[src/rtl/jtag_target_router_pkg.sv]
// jtag_target_router_pkg: source-select encodings, parked pin levels and
// FSM state encoding shared by the JTAG target router and its guard timer.
// The `JTAG_* defines mirror the mode encodings for code that still uses
// the legacy macro names from the original top level.
`ifndef JTAG_TARGET_ROUTER_DEFS
`define JTAG_TARGET_ROUTER_DEFS
`define JTAG_INT  2'b00
`define JTAG_EXT  2'b01
`define JTAG_TEST 2'b10
`endif

package jtag_target_router_pkg;

  typedef enum logic [1:0] {
    MODE_INT  = `JTAG_INT,
    MODE_EXT  = `JTAG_EXT,
    MODE_TEST = `JTAG_TEST,
    MODE_BAD  = 2'b11
  } mode_t;

  typedef enum logic {
    ST_GUARD     = 1'b0,
    ST_CONNECTED = 1'b1
  } state_t;

  // Pin levels that keep a TAP idle and glitch-free while disconnected
  localparam logic PARK_TCK  = 1'b0;
  localparam logic PARK_TMS  = 1'b1;
  localparam logic PARK_TDI  = 1'b0;
  localparam logic PARK_TRST = 1'b1;

  function automatic logic mode_is_legal(input logic [1:0] m);
    return m != MODE_BAD;
  endfunction

endpackage

[src/rtl/jtag_guard_timer.sv]
// jtag_guard_timer: loadable down-counter that saturates at zero and flags
// done while at zero. Kept generic so the TCK divider can reuse it.
module jtag_guard_timer #(
  parameter int                WIDTH     = 4,
  parameter logic [WIDTH-1:0]  RESET_VAL = '0
) (
  input  logic             clk,
  input  logic             rst,
  input  logic             load,
  input  logic [WIDTH-1:0] load_val,
  output logic             done
);

  logic [WIDTH-1:0] count_reg;

  // Reset/load take priority; otherwise count down and hold at zero
  always_ff @(posedge clk) begin
    if (rst) begin
      count_reg <= RESET_VAL;
    end else if (load) begin
      count_reg <= load_val;
    end else if (count_reg != '0) begin
      count_reg <= count_reg - WIDTH'(1);
    end
  end

  assign done = (count_reg == '0);

endmodule

[src/rtl/jtag_target_router.sv]
// jtag_target_router: routes the internal controller, the external header or
// the SPI test vector to one of NUM_TARGETS JTAG ports. Every change of
// source or target parks the pins for GUARD_CYCLES clocks so no TAP sees a
// TCK/TMS glitch. Data paths are combinational; only the selection is
// registered.
// Optional build macro: JTAG_SWITCH_TRST_EN -- when defined, the selected
// target's TRST is held low during the guard interval (TAP reset pulse).
module jtag_target_router
  import jtag_target_router_pkg::*;
#(
  parameter int NUM_TARGETS  = 2,
  parameter int GUARD_CYCLES = 16,
  parameter int SEL_W        = (NUM_TARGETS > 1) ? $clog2(NUM_TARGETS) : 1
) (
  input  logic                   clk,
  input  logic                   rst,
  input  logic [1:0]             sel_mode,
  input  logic [SEL_W-1:0]       sel_target,
  input  logic                   sel_valid,
  output logic                   sel_ready,
  output logic                   sel_err,
  output logic [1:0]             cur_mode,
  output logic [SEL_W-1:0]       cur_target,
  output logic                   switching,
  input  logic                   int_tms,
  input  logic                   int_tck,
  input  logic                   int_tdi,
  input  logic                   int_trst,
  output logic                   int_tdo,
  input  logic                   ext_tms,
  input  logic                   ext_tck,
  input  logic                   ext_tdi,
  input  logic                   ext_trst,
  output logic                   ext_tdo,
  input  logic [4:0]             test_out,
  output logic [4:0]             test_in,
  output logic [NUM_TARGETS-1:0] tgt_tms,
  output logic [NUM_TARGETS-1:0] tgt_tck,
  output logic [NUM_TARGETS-1:0] tgt_tdi,
  output logic [NUM_TARGETS-1:0] tgt_trst,
  input  logic [NUM_TARGETS-1:0] tgt_tdo
);

  localparam int              TW        = (GUARD_CYCLES > 1) ? $clog2(GUARD_CYCLES) : 1;
  localparam logic [TW-1:0]   GUARD_VAL = TW'(GUARD_CYCLES - 1);

  state_t            state_reg;
  mode_t             cur_mode_reg;
  logic [SEL_W-1:0]  cur_target_reg;
  logic              sel_err_reg;

  logic timer_done;
  logic live;
  logic accept;
  logic req_legal;
  logic req_change;
  logic start_guard;

  // Reset blocks both acceptance and routing in the same cycle it is seen
  assign live      = (state_reg == ST_CONNECTED) && !rst;
  assign sel_ready = live;
  assign switching = !live;
  assign accept    = sel_valid && sel_ready;

  assign req_legal   = mode_is_legal(sel_mode) && (32'(sel_target) < 32'(NUM_TARGETS));
  assign req_change  = (sel_mode != cur_mode_reg) || (sel_target != cur_target_reg);
  assign start_guard = accept && req_legal && req_change;

  jtag_guard_timer #(
    .WIDTH     (TW),
    .RESET_VAL (GUARD_VAL)
  ) u_guard_timer (
    .clk      (clk),
    .rst      (rst),
    .load     (start_guard),
    .load_val (GUARD_VAL),
    .done     (timer_done)
  );

  // Selection FSM: GUARD until the timer expires, then accept requests
  always_ff @(posedge clk) begin
    if (rst) begin
      state_reg      <= ST_GUARD;
      cur_mode_reg   <= MODE_INT;
      cur_target_reg <= '0;
      sel_err_reg    <= 1'b0;
    end else begin
      sel_err_reg <= accept && !req_legal;
      case (state_reg)
        ST_GUARD: begin
          if (timer_done) begin
            state_reg <= ST_CONNECTED;
          end
        end
        ST_CONNECTED: begin
          if (start_guard) begin
            cur_mode_reg   <= mode_t'(sel_mode);
            cur_target_reg <= sel_target;
            state_reg      <= ST_GUARD;
          end
        end
        default: state_reg <= ST_GUARD;
      endcase
    end
  end

  assign sel_err    = sel_err_reg;
  assign cur_mode   = cur_mode_reg;
  assign cur_target = cur_target_reg;

  logic src_tck, src_tms, src_tdi, src_trst;
  logic sel_tdo;

  // Pick the pin set of the active source
  always_comb begin
    src_tck  = int_tck;
    src_tms  = int_tms;
    src_tdi  = int_tdi;
    src_trst = int_trst;
    case (cur_mode_reg)
      MODE_EXT: begin
        src_tck  = ext_tck;
        src_tms  = ext_tms;
        src_tdi  = ext_tdi;
        src_trst = ext_trst;
      end
      MODE_TEST: begin
        src_tms  = test_out[0];
        src_tdi  = test_out[1];
        src_trst = test_out[2];
        src_tck  = test_out[3];
      end
      default: ;
    endcase
  end

  // TDO of the currently selected target
  always_comb begin
    sel_tdo = 1'b0;
    for (int i = 0; i < NUM_TARGETS; i++) begin
      if (cur_target_reg == SEL_W'(i)) begin
        sel_tdo = tgt_tdo[i];
      end
    end
  end

  generate
    for (genvar gi = 0; gi < NUM_TARGETS; gi++) begin : g_tgt
      logic is_sel;
      logic drive;
      logic park_trst;
      assign is_sel = (cur_target_reg == SEL_W'(gi));
      assign drive  = is_sel && live;
`ifdef JTAG_SWITCH_TRST_EN
      assign park_trst = is_sel ? 1'b0 : PARK_TRST;
`else
      assign park_trst = PARK_TRST;
`endif
      assign tgt_tck[gi]  = drive ? src_tck  : PARK_TCK;
      assign tgt_tms[gi]  = drive ? src_tms  : PARK_TMS;
      assign tgt_tdi[gi]  = drive ? src_tdi  : PARK_TDI;
      assign tgt_trst[gi] = drive ? src_trst : park_trst;
    end
  endgenerate

  // Only the active source sees TDO, and nobody does during a guard interval
  assign int_tdo = live && (cur_mode_reg == MODE_INT) && sel_tdo;
  assign ext_tdo = live && (((cur_mode_reg == MODE_EXT) && sel_tdo) ||
                            ((cur_mode_reg == MODE_TEST) && test_out[4]));
  assign test_in = {sel_tdo, ext_tck, ext_trst, ext_tdi, ext_tms};

endmodule

[config.mk]
export PLATFORM = sky130hd
export DESIGN_NAME = jtag_target_router
export DESIGN_NICKNAME = d
export VERILOG_FILES = /design/src/rtl/jtag_target_router_pkg.sv /design/src/rtl/jtag_guard_timer.sv /design/src/rtl/jtag_target_router.sv
export SDC_FILE = /design/constraint.sdc
export NUM_CORES = 1
export LEC_CHECK = 0
export BUFFER_PORTS_ARGS = -buffer_cell sky130_fd_sc_hd__buf_2
export CORE_ASPECT_RATIO = 1.25
export CORE_MARGIN = 5
export CORE_UTILIZATION = 41
export CTS_CLUSTER_SIZE = 10
export DETAILED_ROUTE_END_ITERATION = 7
export HOLD_SLACK_MARGIN = 0.02
export PLACE_DENSITY = 0.86
export SYNTH_ARGS = -nofsm -noshare
export SYNTH_HDL_FRONTEND = slang
export SYNTH_SLANG_ARGS = --single-unit
[constraint.sdc]
create_clock -name clk -period 2.26 [get_ports clk]
set_clock_uncertainty 0.2 [all_clocks]
set_input_delay 0.113 -clock clk [delete_from_list [all_inputs] [get_ports clk]]
set_output_delay 0.113 -clock clk [all_outputs]
set_load 0.005 [all_outputs]
==> qor.yml <==
critical_path:
  crit_slowest_cell: "dfxtp_1"
  cp.depth: 6
  max_stage_delay_ns: 0.41
  worstSetupPathType: "reg2out"
  crit_fanout: 5
  cp.arrival_ns: 1.68
  start_kind: "register"
  required_ns: 1.95
  r2r_cells: 4
  cp_top_family: "flip-flops"
  timing.critical_path.buf_inv: 2
  crit_chain: "inv_1 > ha_1 > a22o_1 > mux2i_1 > nand3_1 > buf_2"
  crit_path_end_kind: "primary output"
logic_synthesis:
  synth_ff_type: "dfxtp_1"
  synth.avg_cell_area_sq_um: 8.489
  ys_ff_latch: 9
  synth_cell_types: 29
  synth_edf_count: 0
  ys_seq_area_share_pct: 26.87
  syn-num-nets: 104
  synth_warnings: 0
  yosysTopAreaCell: "dfxtp_1"
  syn-instance-count: 79
  netlist_area_sq_um: 670.6
  ys_top_cells_by_area: "dfxtp_1 27%, ha_1 7.5%, mux2i_1 7.5%"
  synth-async-reset-ratio_pct: 0
  yosys.area.top_type_share_pct: 26.87
cells_and_area:
  largest_reg_flops: 4
  drive_gt1_share_pct: 40.50
  design_area_sq_um: 912.1
  syn_to_final_growth_pct: 36.01
  layout_commonest_cell: "buf_2"
  layout_common_cells: "41 x buf_2, 9 x dfxtp_1, 8 x nor2_1"
  final_net_count: 147
  instances_no_fill: 139
  antennaDiodeCount: 0
power:
  combPwrFrac_pct: 17.8
  vdd_drop_max_uv: 291.5
  p_clk_share_pct: 34.1
  p_seq_share_pct: 48.2
  netSwitchingPower_uw: 85.32
  intPower_uw: 265.9
  pwr_density_cell_nw_per_um2: 385.0
  leakagePower_uw: 0.0004419
  switching_share_pct: 24.29
route:
  vias_per_cell: 5.173
  drt_iter0_drc: 13
  wire_per_inst_um: 12.38
  vias: 719
  dr.pass1.iters: 4
  wl_um: 1721
  post-route-drc-count: 0
  ant_nets: 0
clocking:
  insertion_delay_ns: 0.25
  htreeDepth: 1
  cts_root_buf: "clkbuf_4"
  postCtsSetupBuffers: 0
  path_clk_slew_ns: 0.06
  cts_tree: "yes"
  ctsResizeCount: 0
  ctsHoldBuffers: 4
  cts_buffer_depth: 2
  clock_sinks: 9
  cts_made_buffers: 3
timing:
  tns_ns: 0
  rsz0062_at_grt: "false"
  setup_viol: 0
  period_needed_ns: 1.992
  fmax_mhz: 502.0
  worstMarginPinSlew_ns: 0.4406
  slew_headroom_pct: 70.56
  hold_viol_final: 0
  slew_violations: 0
  holdWs_ns: 0.07203
  finalCritPeriodShare_pct: 88.15
floorplan:
  die_h_um: 55.22
  io_pins: 42
  dieArea_sq_um: 2550
  row_count: 16
  initial_core_util_pct: 42.95
  die_x_um: 46.18
  fp.coreArea_sq_um: 1562
placement:
  globalplace.congestion: 0.7478
  placed_cells: 131
  dpl_cell_area_sq_um: 845.8
  port_buffers: 41
  dpl.hpwl_um: 1433
grt:
  grt_max_degree: 11
  overflow: 0
  grt_pass1_wl_um: 2787
  antenna_found_initial: 0
  grtUsageTotal_pct: 14.42
  grt_pass1_vias: 651
status:
  status: "completed"
worst_hold_path:
  min_path_type: "in2reg"
  hold_depth: 3
flow_run:
  cap_viol_max_count: 0
## worst paths after layout
path                                            startpoint                    endpoint  slack [ns]
worst max-delay path                           cur_mode[0]                  tgt_tms[1]        0.27
worst min-delay path                             sel_valid                 cur_mode[0]        0.07
worst max register to register                  cur_target                  cur_target        0.51
worst min register to register  u_guard_timer.count_reg[2]  u_guard_timer.count_reg[2]        0.31
## cells in the mapped netlist, drive strengths merged, types with 2 or more instances
cell type and count:
xor2 3, nand2 5, mux2 2, inv 6, and3b 2, ha 4, buf 6, mux2i 5
dfxtp 9, nand3 3, nor2 8, a22o 4, nor3 5, o21ai 3
## cells by family after synthesis
family	synth area share (%)
adders and majority gates	7.463
DFF	26.87
xor gates and xnor gates	5.225
and+or+nand+nor	24.26
muxes	10.82
AOI/OAI and AO/OA	14.18
buffers and inverters	11.19
## metrics by stage
stage          total power, uW  utilization [%]  setup WS [ns]
5_1_grt                  377.0            58.41        0.08680
3_5_place_dp             231.9            54.17         0.5204
4_1_cts                  356.6            58.41         0.2347
6_report                 351.2            58.41         0.2678
3_3_place_gp             228.9            54.17         0.5490
2_1_floorplan            204.7                -         0.6576
## power by group through the flow
stage	clock network [uW]	logic, uW	registers [uW]
final	120	62.4	169
after global placement	0	56.7	172
after detailed placement	0	59.4	173
after floorplan	0	33.2	172
after global routing	137	70.2	170
after CTS	124	63.3	169
## cell type report
type | count | area [sq um]
inverter | 6 | 22.52
sequential | 9 | 180.2
fill | 155 | 649.4
timing repair buffer | 45 | 245.2
clock buffer | 4 | 26.28
multi-input combinational | 57 | 415.4
tap | 18 | 22.52
## per-layer routing
layer	wire length, um	global-route usage, %
met1	615	17.36
met2	815	23.03
met3	278	3.896
met4	12	6.098
met5	0	0
## worst reg2reg max path, delay by kind of cell (launching register included)
kind                   cells  cell delay (ns)
AOI/OAI and AO/OA          2             0.35
buffers and inverters      2             0.62
DFF                        1             0.52
Note: power is estimated with default switching activity, not from simulation.
